**src/rtl/clk_div_multi.sv**
```systemverilog
// Multi-channel programmable clock divider.
// Each channel divides the source clock by 2*H, where H is a runtime half-period
// (0 gates the channel). Ratio and inversion changes are shadowed and applied only
// at the high-to-low phase boundary so no output pulse is shorter than the
// shorter of the old and new half-periods. A resync pulse restarts all channels in phase.
module clk_div_multi #(
  parameter int unsigned       NUM_CH    = 4,
  parameter int unsigned       DIV_W     = 8,
  parameter int unsigned       RESET_DIV = 2,
  parameter logic [NUM_CH-1:0] RESET_INV = '0
) (
  input  logic                                         clock,
  input  logic                                         reset,
  input  logic                                         cfg_wr,
  input  logic [((NUM_CH > 1) ? $clog2(NUM_CH) : 1)-1:0] cfg_ch,
  input  logic [DIV_W-1:0]                             cfg_div,
  input  logic                                         cfg_inv,
  input  logic                                         resync,
  output logic [NUM_CH-1:0]                            clk_out,
  output logic [NUM_CH-1:0]                            rise_tick,
  output logic [NUM_CH-1:0]                            fall_tick,
  output logic [NUM_CH-1:0]                            pending
);

  localparam int unsigned CH_W = (NUM_CH > 1) ? $clog2(NUM_CH) : 1;

  // Out-of-range channel selects are dropped entirely.
  logic ch_valid;
  assign ch_valid = (32'(cfg_ch) < NUM_CH);

  for (genvar i = 0; i < NUM_CH; i++) begin : g_ch
    logic [DIV_W-1:0] div_q, div_d;
    logic             inv_q, inv_d;
    logic [DIV_W-1:0] sdiv_q, sdiv_d;
    logic             sinv_q, sinv_d;
    logic             pend_q, pend_d;
    logic [DIV_W-1:0] cnt_q, cnt_d;
    logic             phase_q, phase_d;
    logic             clk_q, clk_d;
    logic             rise_q, fall_q;
    logic             wr_hit;
    logic             wrap;

    assign wr_hit = cfg_wr && ch_valid && (cfg_ch == CH_W'(i));

    // Next-state: counting, shadow capture and the three ways a shadow gets applied.
    always_comb begin
      div_d   = div_q;
      inv_d   = inv_q;
      sdiv_d  = sdiv_q;
      sinv_d  = sinv_q;
      pend_d  = pend_q;
      cnt_d   = cnt_q;
      phase_d = phase_q;
      wrap    = 1'b0;
      if (resync) begin
        // A write in the resync cycle takes precedence over an older shadow.
        if (wr_hit) begin
          div_d = cfg_div;
          inv_d = cfg_inv;
        end else if (pend_q) begin
          div_d = sdiv_q;
          inv_d = sinv_q;
        end
        pend_d  = 1'b0;
        cnt_d   = '0;
        phase_d = 1'b0;
      end else if (div_q == '0) begin
        // Gated: no boundary will ever come, so apply a pending shadow right away.
        cnt_d   = '0;
        phase_d = 1'b0;
        if (pend_q) begin
          div_d  = sdiv_q;
          inv_d  = sinv_q;
          pend_d = 1'b0;
        end
        if (wr_hit) begin
          sdiv_d = cfg_div;
          sinv_d = cfg_inv;
          pend_d = 1'b1;
        end
      end else begin
        wrap = (cnt_q == (div_q - DIV_W'(1)));
        if (wrap) begin
          cnt_d   = '0;
          phase_d = ~phase_q;
          // High-to-low toggle is the only safe point to change ratio.
          if (phase_q && pend_q) begin
            div_d  = sdiv_q;
            inv_d  = sinv_q;
            pend_d = 1'b0;
          end
        end else begin
          cnt_d = cnt_q + DIV_W'(1);
        end
        // Same-cycle write lands in the shadow for the following boundary.
        if (wr_hit) begin
          sdiv_d = cfg_div;
          sinv_d = cfg_inv;
          pend_d = 1'b1;
        end
      end
      clk_d = phase_d ^ inv_d;
    end

    // Channel state, output clock flop and edge ticks.
    always_ff @(posedge clock or negedge reset) begin
      if (!reset) begin
        div_q   <= DIV_W'(RESET_DIV);
        inv_q   <= RESET_INV[i];
        sdiv_q  <= '0;
        sinv_q  <= 1'b0;
        pend_q  <= 1'b0;
        cnt_q   <= '0;
        phase_q <= 1'b0;
        clk_q   <= RESET_INV[i];
        rise_q  <= 1'b0;
        fall_q  <= 1'b0;
      end else begin
        div_q   <= div_d;
        inv_q   <= inv_d;
        sdiv_q  <= sdiv_d;
        sinv_q  <= sinv_d;
        pend_q  <= pend_d;
        cnt_q   <= cnt_d;
        phase_q <= phase_d;
        clk_q   <= clk_d;
        rise_q  <= clk_d & ~clk_q;
        fall_q  <= ~clk_d & clk_q;
      end
    end

    assign clk_out[i]   = clk_q;
    assign rise_tick[i] = rise_q;
    assign fall_tick[i] = fall_q;
    assign pending[i]   = pend_q;
  end

endmodule

```
**config.mk**
```make
export PLATFORM = sky130hd
export DESIGN_NAME = clk_div_multi
export DESIGN_NICKNAME = d
export VERILOG_FILES = /design/src/rtl/clk_div_multi.sv
export SDC_FILE = /design/constraint.sdc
export NUM_CORES = 1
export LEC_CHECK = 0
export ABC_CLOCK_PERIOD_IN_PS = 5800
export BUFFER_PORTS_ARGS = -buffer_cell sky130_fd_sc_hd__buf_2
export CAP_MARGIN = 20
export CORE_ASPECT_RATIO = 1.75
export CORE_MARGIN = 2
export CORE_UTILIZATION = 46
export CTS_CLUSTER_DIAMETER = 80
export DETAILED_ROUTE_END_ITERATION = 16
export MAX_ROUTING_LAYER = met4
export PLACE_DENSITY = 0.7
export SYNTH_ARGS = -nofsm -noshare
export SYNTH_HDL_FRONTEND = slang
export SYNTH_SLANG_ARGS = --single-unit
export TNS_END_PERCENT = 1
```
**constraint.sdc**
```tcl
create_clock -name clock -period 5.8 [get_ports clock]
set_input_delay 0.29 -clock clock [delete_from_list [all_inputs] [get_ports clock]]
set_output_delay 0.29 -clock clock [all_outputs]
set_load 0.01 [all_outputs]
```
==> results of run 1 <==
-- critical path, delay by kind of cell (launching register included) --
family / cells / cell delay (ns)
and+or+nand+nor: 6 / 1.91
DFF: 1 / 0.59
AOI/OAI and AO/OA: 2 / 0.33
adders and majority gates: 1 / 0.28
buffers and inverters: 1 / 0.09
-- power by group --
part	switching (mW)	internal [mW]	total, mW	leakage [nW]
combinational	0.491	0.425	0.916	1.59
clock	0.372	0.605	0.977	0.263
sequential	0.223	1.06	1.28	1.56
total	1.09	2.09	3.17	3.41
-- per-layer routing --
layer / GRT usage / share of wire / vias to the layer above
li1: - / - / 2765
met3: 0.0396 / 0.027 / 30
met5: - / 0 / -
met1: 0.219 / 0.40 / 2692
met4: 0.0721 / 0.031 / 0
met2: 0.360 / 0.54 / 89
-- path summary, 6_finish.rpt --
path                                   from                to  cells after the start
min reg2reg                   g_ch[1].clk_q    g_ch[1].rise_q                      1
min in group clock                  cfg_inv    g_ch[0].sinv_q                      3
max                        g_ch[0].div_q[1]  g_ch[0].div_q[0]                     10
max reg2reg                g_ch[0].div_q[1]  g_ch[0].div_q[0]                     10
max in group asynchronous             reset   g_ch[2].phase_q                      2
min                                   reset  g_ch[0].cnt_q[6]                      1
-- registers in the layout, summed over array words and instances, names as in the netlist --
register	count
g_ch.cnt_q	32
g_ch.clk_q	4
g_ch.div_q	32
g_ch.rise_q	4
g_ch.inv_q	4
g_ch.pend_q	4
g_ch.sdiv_q	32
g_ch.sinv_q	4
g_ch.fall_q	4
g_ch.phase_q	4
-- kinds of logic after synthesis --
| kind of cell | synth area share |
|---|---|
| AOI/OAI and AO/OA | 0.147 |
| buffers and inverters | 0.0529 |
| muxes | 0.103 |
| DFF | 0.424 |
| adders and majority gates | 0.0205 |
| and+or+nand+nor | 0.179 |
| xor gates and xnor gates | 0.0729 |
-- final cells by class --
class / count / share of cell area
clock inverter: 8 / 0.00875
tap: 189 / 0.0295
antenna: 1 / 0.000312
sequential: 124 / 0.388
timing repair buffer: 35 / 0.0237
inverter: 27 / 0.0127
multi-input combinational: 582 / 0.479
clock buffer: 23 / 0.0584
-- through the flow --
| stage | hold slack (ns) | std cells | utilization | total power, mW |
|---|---|---|---|---|
| final | -0.00679 | 989 | 0.510 | 3.17 |
| after global routing | 0.0602 | 989 | 0.510 | 3.38 |
| after CTS | 0.0204 | 988 | 0.509 | 3.20 |
| after detailed placement | 0.430 | 957 | 0.475 | 2.21 |
| after global placement | 0.422 | 957 | 0.475 | 2.18 |
| after floorplan | -0.00559 | 792 | - | 2.01 |
-- cell usage in the layout (no fill, tap or decap), types with 3 or more instances in the layout --
cell type and n:
sky130_fd_sc_hd__nor4_1 4, sky130_fd_sc_hd__a31oi_1 3, sky130_fd_sc_hd__nor2b_1 4, sky130_fd_sc_hd__o21a_1 4
sky130_fd_sc_hd__or2_2 5, sky130_fd_sc_hd__xor2_1 33, sky130_fd_sc_hd__nor3_1 14, sky130_fd_sc_hd__a31o_2 3
sky130_fd_sc_hd__nor3b_1 4, sky130_fd_sc_hd__nand3b_1 6, sky130_fd_sc_hd__o21ai_1 4, sky130_fd_sc_hd__xnor2_1 28
sky130_fd_sc_hd__o22ai_1 4, sky130_fd_sc_hd__nor2_1 91, sky130_fd_sc_hd__clkbuf_1 4, sky130_fd_sc_hd__nand4_1 9
sky130_fd_sc_hd__a21oi_1 38, sky130_fd_sc_hd__a211oi_1 4, sky130_fd_sc_hd__nand4b_1 4, sky130_fd_sc_hd__o31ai_1 8
sky130_fd_sc_hd__and3_1 12, sky130_fd_sc_hd__buf_4 6, sky130_fd_sc_hd__mux2_2 37, sky130_fd_sc_hd__inv_1 27
sky130_fd_sc_hd__clkbuf_16 17, sky130_fd_sc_hd__clkinv_2 5, sky130_fd_sc_hd__mux2i_1 34, sky130_fd_sc_hd__and2_1 9
sky130_fd_sc_hd__a22oi_1 25, sky130_fd_sc_hd__a21o_1 3, sky130_fd_sc_hd__buf_2 29, sky130_fd_sc_hd__o21ai_0 40
sky130_fd_sc_hd__dfstp_2 4, sky130_fd_sc_hd__nand3_1 21, sky130_fd_sc_hd__nand2_1 68, sky130_fd_sc_hd__ha_1 12
sky130_fd_sc_hd__dfrtp_1 120, sky130_fd_sc_hd__o211ai_1 9, sky130_fd_sc_hd__nand2b_1 7
==> metrics.log, run 1 <==
[metrics] outcome: finished, violations left
[metrics] failing checks: negative hold slack
[metrics] setup tns final: 0 ns
[metrics] LEAKAGE: 3.41 nW
[metrics] number of DRC markers in iteration 0: 217
[metrics] Buffers on Ports: 30
[metrics] VDD IR-drop max: 0.194 mV
[metrics] global-route wire length before repair: 26.6 mm
[metrics] placed inst area: 0.00747 mm^2
[metrics] Floorplan Core Area: 0.0157 mm^2
[metrics] count of instances resized after the clock tree is built: 0
[metrics] category of the most critical setup path: reg2reg
[metrics] DR WL/cell: 16.1 um
[metrics] sequential fraction of the synthesis area: 0.424
[metrics] fraction of layout cells with a size suffix above 1: 0.149
[metrics] net total in the final layout: 814
[metrics] worst-path maximum fanout: 17
[metrics] Post-CTS Hold Buffers: 0
[metrics] total global routing overflow: 0
[metrics] HP Class: in2async
[metrics] least setup slack across all paths after layout: 2.44 ns
[metrics] flop-to-flop setup slack: 2.44 ns
[metrics] largest area contributor in the netlist: sky130_fd_sc_hd__dfrtp_1
[metrics] Synth Flop Type: sky130_fd_sc_hd__dfrtp_1
[metrics] detailed placement HPWL: 11.2 mm
[metrics] final hold slack: -0.00679 ns
[metrics] worst path required time: 6.05 ns
[metrics] number of post-CTS setup repair buffers: 0
[metrics] routed wire length: 15.9 mm
[metrics] Die X: 99.4 um
[metrics] gate count of the mapped netlist: 792
[metrics] Starting Density: 0.466
[metrics] final RePlAce weighted congestion: 0.861
[metrics] CP Capture Type: flip-flop
[metrics] post-placement setup slack: 2.45 ns
[metrics] Num CTS Buffers: 17
[metrics] most common cell in the synthesized netlist: sky130_fd_sc_hd__dfrtp_1
[metrics] Top-Level Pins: 31
[metrics] area occupied by registers: 0.00311 mm^2
[metrics] floorplan die area: 0.0170 mm^2
[metrics] Worst-path clk slew: 0.06 ns
[metrics] RSZ-0062 raised after global routing: no
[metrics] library cell used as clock root buffer: sky130_fd_sc_hd__clkbuf_16
[metrics] Setup Viol. Count Final: 0
[metrics] share of Yosys cell area claimed by the top area cell type: 0.410
[metrics] post-route fraction of the period consumed by the critical path: 0.579
[metrics] signed area change from the synthesized netlist to the final layout: 9.36%
[metrics] number of vias per cell: 5.64
[metrics] number of buffers on the longest clock path: 2
[metrics] cell area power density: 396 mW/mm^2
[metrics] maximum clock skew at final layout: 0.00865 ns
[metrics] number of H-tree levels: 4
[metrics] final instance area: 0.00801 mm^2
[metrics] ANT nets after route: 0
[metrics] Area contributors post-synth: sky130_fd_sc_hd__dfrtp_1 (41%), sky130_fd_sc_hd__mux2_2 (5.7%), sky130_fd_sc_hd__nor2_1 (4.7%), sky130_fd_sc_hd__mux2i_1 (4.6%), sky130_fd_sc_hd__xor2_1 (3.9%)
[metrics] 1st-pass router iterations: 5
[metrics] headroom to the max-slew limit: 0.318
[metrics] detailed-route DRC error count: 0
[metrics] aggregate global-route resource usage: 0.201
[metrics] Achievable Freq: 298 MHz
[metrics] pin count of the biggest net entering global routing: 67
[metrics] number of rows created at floorplan: 61
[metrics] count of synthesis-stage warnings from yosys: 0
[metrics] mean area per synthesized cell: 9.25 um^2
[metrics] clock sink count: 124
[metrics] die extent in y: 171 um
[metrics] distinct cell type count of the synthesized netlist: 65
[metrics] chain of cells forming the critical path: inv_1 -> ha_1 -> nor2b_1 -> or3_1 -> a31o_2 -> or2_1 -> or4_1 -> nor2b_1 -> nor4_1 -> a211oi_1
[metrics] fill cell instance count of the final layout: 1440
[metrics] commonest cells in the netlist: sky130_fd_sc_hd__dfrtp_1 (120), sky130_fd_sc_hd__nor2_1 (91), sky130_fd_sc_hd__nand2_1 (68)
[metrics] Final Hold Fails: 5
[metrics] delay of the slowest cell on the worst path: 0.59 ns
[metrics] area of the multi-input gates: 0.00383 mm^2
[metrics] Mapped Nets: 819
[metrics] area of the mapped netlist: 0.00733 mm^2
[metrics] minimum period implied by the final worst setup slack: 3.36 ns
[metrics] Worst path slowest cell: sky130_fd_sc_hd__dfstp_2
[metrics] kind of start point of the critical path: flip-flop
[metrics] final number of max-transition violations: 0
[metrics] number of synthesized flops with an enable pin: 0
[metrics] antenna violations before repair: 1
[metrics] Least-Margin Pin Slew: 1.02 ns
[metrics] total via count in the routed design: 5576
[metrics] Max Cap Violations: 0
[metrics] most frequent cell on the critical path: sky130_fd_sc_hd__nor2b_1
[metrics] arrival time of the worst setup path: 3.60 ns
[metrics] TritonCTS clock tree: done
[metrics] clock latency of the later-clocked register in the worst-skew pair: 0.41 ns
[metrics] via count of the first global-routing pass: 5415
[metrics] Post-synth ARST share: 1.00
[metrics] register bit count reported by yosys: 124
Power figures use the tool's default switching activity.
==> run 2, diff against run 1 <==
Settings changed: ABC_CLOCK_PERIOD_IN_PS 5800 to 2900, PLACE_DENSITY 0.7 to 0.73.
Clock period 5.8 ns to 2.9 ns, I/O delays scaled along.
==> run 2 against run 1 <==
The flow now finishes without violations. Fmax grew 21%. Register-to-register slack lost 2.3 ns. Flip-flop and latch count is the same. Combinational power grew 130%. Largest power group unchanged. Worst setup slack lost 2.3 ns. Hold slack gained 0.089 ns. First-iteration DRC count grew 4.6%. Clock power grew 120%. Total power grew 110%. Sequential share of layout area shrank 1.6 points. Non-clock buffer count grew 33. Critical endpoint is now g_ch[3].fall_q. Core utilization grew 2.2 points.
==> metrics.log, run 2 (synthesized netlist as in run 1, its figures left out) <==
[metrics] Achievable Freq: 360 MHz
[metrics] Met1 Wirelength: 6.34 mm
[metrics] number of diodes: 0
[metrics] signed area change from the synthesized netlist to the final layout: 14.1%
[metrics] Worst-path clk slew: 0.07 ns
[metrics] most common cell after layout, fill and taps aside: sky130_fd_sc_hd__dfrtp_1
[metrics] highest routed layer: met4
[metrics] worst-path maximum fanout: 6
[metrics] final number of max-transition violations: 0
[metrics] clock latency of the later-clocked register in the worst-skew pair: 0.42 ns
[metrics] commonest non-fill, non-tap cells in the layout: sky130_fd_sc_hd__dfrtp_1 (120), sky130_fd_sc_hd__nor2_1 (91), sky130_fd_sc_hd__nand2_1 (68), sky130_fd_sc_hd__o21ai_0 (38), sky130_fd_sc_hd__a21oi_1 (38)
[metrics] minimum period implied by the final worst setup slack: 2.78 ns
[metrics] detailed placement HPWL: 12.0 mm
[metrics] Setup Viol. Count Final: 0
[metrics] HP Class: in2reg
[metrics] detailed-route DRC error count: 0
[metrics] floorplan die area: 0.0170 mm^2
[metrics] post-route fraction of the period consumed by the critical path: 0.959
[metrics] total global routing overflow: 0
[metrics] die extent in y: 171 um
[metrics] Floorplan Core Area: 0.0157 mm^2
[metrics] Max Cap Violations: 0
[metrics] arrival time of the worst setup path: 3.09 ns
[metrics] antenna violations before repair: 0
[metrics] number of DRC markers in iteration 0: 227
[metrics] RSZ-0062 raised after global routing: yes
[metrics] fraction of layout cells with a size suffix above 1: 0.197
[metrics] library cell used as clock root buffer: sky130_fd_sc_hd__clkbuf_16
[metrics] category of the most critical setup path: reg2reg
[metrics] fill cell instance count of the final layout: 1403
[metrics] Buffers on Ports: 30
[metrics] maximum clock skew at final layout: 0.00957 ns
[metrics] routed wire length: 16.9 mm
[metrics] headroom to the max-slew limit: 0.490
[metrics] 1st-pass router iterations: 5
[metrics] aggregate global-route resource usage: 0.213
[metrics] largest registers ranked by flip-flop count: g_ch.cnt_q: 32 flops, g_ch.div_q: 32 flops, g_ch.sdiv_q: 32 flops
[metrics] number of rows created at floorplan: 61
[metrics] Num CTS Buffers: 17
[metrics] post-layout total power: 6.75 mW
[metrics] via count of the first global-routing pass: 5943
[metrics] Starting Density: 0.466
[metrics] setup tns final: 0 ns
[metrics] VDD IR-drop max: 0.377 mV
[metrics] total via count in the routed design: 5847
[metrics] Top-Level Pins: 31
[metrics] Final Hold Fails: 0
[metrics] ANT nets after route: 0
[metrics] outcome: finished, final reports clean
[metrics] cell area power density: 807 mW/mm^2
[metrics] number of H-tree levels: 4
[metrics] global-route wire length before repair: 28.1 mm
[metrics] net total in the final layout: 847
[metrics] Die X: 99.4 um
[metrics] kind of start point of the critical path: flip-flop
[metrics] total length of routed met2 wires: 9.34 mm
[metrics] LEAKAGE: 3.60 nW
[metrics] CP Capture Type: flip-flop
[metrics] number of buffers on the longest clock path: 2
[metrics] Least-Margin Pin Slew: 0.762 ns
[metrics] clock sink count: 124
[metrics] DR WL/cell: 16.5 um
[metrics] TritonCTS clock tree: done
[metrics] final RePlAce weighted congestion: 0.852
[metrics] pin count of the biggest net entering global routing: 55
[metrics] worst path required time: 3.20 ns
[metrics] number of vias per cell: 5.72
[metrics] Met3 Wirelength: 612 um
==> run 2: cell types whose count changed in the layout (fill, tap and decap cells not counted), moves of 2 or more <==
cell	previous run	this run
sky130_fd_sc_hd__clkbuf_1	4	0
sky130_fd_sc_hd__clkbuf_8	2	0
sky130_fd_sc_hd__or4_4	1	3
sky130_fd_sc_hd__o21ai_0	40	38
sky130_fd_sc_hd__or4_1	2	0
sky130_fd_sc_hd__buf_4	6	37
sky130_fd_sc_hd__clkinvlp_4	2	5
sky130_fd_sc_hd__clkinv_2	5	1
sky130_fd_sc_hd__inv_6	0	6
sky130_fd_sc_hd__o21ai_1	4	6
==> run 2: area by class of cell <==
class	instances	area, um^2	area share
sequential	124	3110	0.372
tap	189	236	0.0283
multi-input combinational	582	3870	0.463
timing repair buffer	68	453	0.0542
clock inverter	15	164	0.0196
inverter	27	101	0.0121
clock buffer	17	425	0.0509
==> run 2: final timing paths <==
| kind | to | depth (start not counted) | slack [ns] | from |
|---|---|---|---|---|
| setup / recovery | g_ch[3].fall_q | 10 | 0.12 | g_ch[3].div_q[1] |
| hold / removal | g_ch[0].sinv_q | 3 | 0.08 | cfg_inv |
| setup reg to reg | g_ch[3].fall_q | 10 | 0.12 | g_ch[3].div_q[1] |
| hold reg to reg | g_ch[1].rise_q | 1 | 0.43 | g_ch[1].clk_q |
| max in group asynchronous | g_ch[3].div_q[1] | 3 | 1.79 | reset |
| min in group asynchronous | g_ch[0].sdiv_q[1] | 2 | 0.28 | reset |
==> run 2: repair_timing <==
item | 4_1_cts | 5_1_grt
hold buffers | 1 | 0
endpoints found under the setup margin | 1 | 13
setup buffers | 0 | 0
gates resized for setup | 1 | 7
pin swaps | 0 | 1
endpoints found under the hold margin | 45 | 0
==> run 2: metal layers <==
metal | vias to the layer above | track usage
met3 | 58 | 0.0347
met5 | - | -
li1 | 2830 | -
met2 | 145 | 0.395
met1 | 2814 | 0.211
met4 | 0 | 0.109
==> run 2: report_power, final <==
part	switching, mW	internal, mW	leakage (nW)
Combinational	1.11	0.986	1.77
Sequential	0.414	2.12	1.56
Clock	0.846	1.28	0.274
Total	2.37	4.38	3.60
==> run 2: critical path: stages, from the launching register on <==
cell	delay, ns
sky130_fd_sc_hd__dfstp_2	0.56
sky130_fd_sc_hd__inv_1	0.07
sky130_fd_sc_hd__ha_1	0.19
sky130_fd_sc_hd__or3b_4	0.25
sky130_fd_sc_hd__nor3_4	0.04
sky130_fd_sc_hd__xnor2_1	0.13
sky130_fd_sc_hd__or4_4	0.52
sky130_fd_sc_hd__or4_4	0.53
sky130_fd_sc_hd__o211ai_2	0.11
sky130_fd_sc_hd__xnor2_2	0.10
sky130_fd_sc_hd__and2_1	0.16
==> run 2: per-stage QoR <==
stage          instance area (um^2)  setup WS [ns]   util  cells  hold WS [ns]
2_1_floorplan                  7360        0.00252      -    792        -0.151
3_3_place_gp                   7730         0.0906  0.492    989         0.229
3_5_place_dp                   7730        0.00751  0.492    989         0.222
4_1_cts                        8330         0.0440  0.530   1022        0.0762
5_1_grt                        8360       -0.00748  0.532   1022         0.121
6_report                       8360          0.119  0.532   1022        0.0819
==> run 3, diff against run 2 <==
Settings changed: ABC_CLOCK_PERIOD_IN_PS 2900 to 3370, PLACE_DENSITY 0.73 to 0.7.
Clock period 2.9 ns to 3.37 ns, I/O delays scaled along.
==> run 3 against run 2 <==
Sequential share of layout area is 0.91 points higher. Hold slack improved by 0.043 ns. Clock power is 14% lower. First-iteration DRC count is 20% higher. Largest cell class unchanged.
==> metrics.log, run 3 (synthesized netlist as in run 1, its figures left out) <==
[metrics] worst r2r path cells: 10
[metrics] global-route wire length before repair: 27.4 mm
[metrics] detailed placement HPWL: 11.4 mm
[metrics] Worst Hold End: g_ch[0].sinv_q
[metrics] signed area change from the synthesized netlist to the final layout: 11.4%
[metrics] Least-Margin Pin Slew: 0.918 ns
[metrics] post-layout total power: 5.66 mW
[metrics] final RePlAce weighted congestion: 0.851
[metrics] largest registers ranked by flip-flop count: g_ch.cnt_q: 32 flops, g_ch.div_q: 32 flops, g_ch.sdiv_q: 32 flops
[metrics] worst path required time: 3.64 ns
[metrics] arrival time of the worst setup path: 3.43 ns
[metrics] least setup slack across all paths after layout: 0.212 ns
[metrics] category of the most critical setup path: reg2reg
[metrics] commonest non-fill, non-tap cells in the layout: sky130_fd_sc_hd__dfrtp_1 (120), sky130_fd_sc_hd__nor2_1 (91), sky130_fd_sc_hd__nand2_1 (68), sky130_fd_sc_hd__o21ai_0 (40), sky130_fd_sc_hd__a21oi_1 (38)
[metrics] ANT nets after route: 0
[metrics] Max Cap Violations: 0
[metrics] detailed-route DRC error count: 0
[metrics] minimum period implied by the final worst setup slack: 3.16 ns
[metrics] most common cell after layout, fill and taps aside: sky130_fd_sc_hd__dfrtp_1
[metrics] 1st-pass router iterations: 4
[metrics] Top-Level Pins: 31
[metrics] die extent in y: 171 um
[metrics] maximum clock skew at final layout: 0.00984 ns
[metrics] Final Hold Fails: 0
[metrics] floorplan die area: 0.0170 mm^2
[metrics] Num CTS Buffers: 17
[metrics] headroom to the max-slew limit: 0.386
[metrics] delay of the slowest cell on the worst path: 0.59 ns
[metrics] final number of max-transition violations: 0
[metrics] chain of cells forming the critical path: inv_1 -> ha_1 -> nor2b_1 -> or3_1 -> a31o_2 -> or2_1 -> or4_1 -> nor2b_2 -> nor4_1 -> a211oi_1
[metrics] Buffers on Ports: 30
[metrics] aggregate global-route resource usage: 0.206
[metrics] fraction of layout cells with a size suffix above 1: 0.160
[metrics] number of vias per cell: 5.64
[metrics] library cell used as clock root buffer: sky130_fd_sc_hd__clkbuf_16
[metrics] Worst-path clk slew: 0.06 ns
[metrics] number of H-tree levels: 4
[metrics] post-route fraction of the period consumed by the critical path: 0.937
[metrics] number of cells on the worst hold path: 3
[metrics] DR WL/cell: 16.1 um
[metrics] fill cell instance count of the final layout: 1432
[metrics] kind of start point of the critical path: flip-flop
[metrics] Floorplan Core Area: 0.0157 mm^2
[metrics] Starting Density: 0.466
[metrics] r2r startpoint: g_ch[0].div_q[1]
[metrics] startpoint of the lowest-slack hold path: cfg_inv
[metrics] number of buffers on the longest clock path: 2
[metrics] RSZ-0062 raised after global routing: no
[metrics] clock sink count: 124
[metrics] setup tns final: 0 ns
[metrics] net total in the final layout: 826
[metrics] post-placement setup slack: 0.132 ns
[metrics] outcome: finished, final reports clean
[metrics] worst-path maximum fanout: 17
[metrics] buffers plus inverters on the worst setup path: 1
[metrics] flop-to-flop setup slack: 0.21 ns
[metrics] total global routing overflow: 0
[metrics] Layout Utilization: 0.519
[metrics] number of diodes: 0
[metrics] cell area power density: 694 mW/mm^2
[metrics] HP Class: in2reg
[metrics] Die X: 99.4 um
[metrics] Crit Reg-Reg Endpoint: g_ch[0].div_q[0]
[metrics] CP Capture Type: flip-flop
[metrics] antenna violations before repair: 0
[metrics] Achievable Freq: 317 MHz
[metrics] routed wire length: 16.1 mm
[metrics] kind of cell adding the most delay to the critical path: simple AND/OR/NAND/NOR gates
[metrics] VDD IR-drop max: 0.281 mV
[metrics] clock latency of the later-clocked register in the worst-skew pair: 0.41 ns
[metrics] number of DRC markers in iteration 0: 272
[metrics] Placed Instances: 967
[metrics] pin count of the biggest net entering global routing: 62
[metrics] TritonCTS clock tree: done
[metrics] number of post-CTS setup repair buffers: 0
[metrics] Setup Viol. Count Final: 0
[metrics] Worst path slowest cell: sky130_fd_sc_hd__dfstp_2
[metrics] LEAKAGE: 3.50 nW
[metrics] total via count in the routed design: 5648
[metrics] number of rows created at floorplan: 61
[metrics] via count of the first global-routing pass: 5696
[metrics] Final Non-Filler Cells: 1001
run 3: changes by cell type in the layout (fill, tap and decap cells not counted), moves of 2 or more:
cell / previous run / this run
sky130_fd_sc_hd__clkbuf_8: 0 / 2
sky130_fd_sc_hd__inv_6: 6 / 0
sky130_fd_sc_hd__or4_1: 0 / 2
sky130_fd_sc_hd__o21ai_1: 6 / 4
sky130_fd_sc_hd__clkinv_2: 1 / 4
sky130_fd_sc_hd__o21ai_0: 38 / 40
sky130_fd_sc_hd__or4_4: 3 / 1
sky130_fd_sc_hd__buf_4: 37 / 15
sky130_fd_sc_hd__clkbuf_1: 0 / 5
sky130_fd_sc_hd__clkinvlp_4: 5 / 1
run 3: worst max path at each step:
stage	from	end	cells past startpoint
2_1_floorplan	g_ch[0].div_q[1]	g_ch[0].div_q[5]	13
3_3_place_gp	g_ch[0].div_q[1]	g_ch[0].div_q[0]	10
3_5_place_dp	g_ch[0].div_q[1]	g_ch[0].div_q[0]	10
4_1_cts	g_ch[0].div_q[1]	g_ch[0].div_q[0]	10
5_1_grt	g_ch[0].div_q[1]	g_ch[0].fall_q	10
6_report	g_ch[0].div_q[1]	g_ch[0].div_q[0]	10
run 3: final cells by class:
cell class	count	area, um^2	area share
clock buffers	24	472	0.0578
clock inverters	8	118	0.0144
inverters	27	101	0.0124
multi-input cells	582	3830	0.470
flip-flops and latches	124	3110	0.381
well taps	189	236	0.0290
repair buffers	47	293	0.0359
run 3: worst register-to-register path: cells and delay by family (launching register included):
kind	cells	cell delay (ns)
and+or+nand+nor	6	1.79
AOI/OAI and AO/OA	2	0.33
DFF	1	0.59
buffers and inverters	1	0.09
adders and majority gates	1	0.21
run 3: report_power, final:
part | switching (mW) | internal (mW) | leakage (nW)
clock network | 0.635 | 1.20 | 0.288
registers | 0.375 | 1.82 | 1.56
logic | 0.879 | 0.756 | 1.66
run 3: repair_timing:
item                                    CTS  global route
hold buffers                              1             0
hold endpoints to repair                 28             0
resized for setup                         0             1
endpoints found under the setup margin    0             1
run 3: stage by stage:
stage	hold slack [ns]	cell area, um^2
6_report	0.125	8160
5_1_grt	0.143	8160
4_1_cts	0.116	8150
3_5_place_dp	0.130	7550
3_3_place_gp	0.123	7550
2_1_floorplan	-0.127	7330
run 3: layer usage:
layer,part of all wire,track usage
met5,0,-
met4,0.033,0.0929
met3,0.022,0.0298
met2,0.54,0.371
met1,0.40,0.222
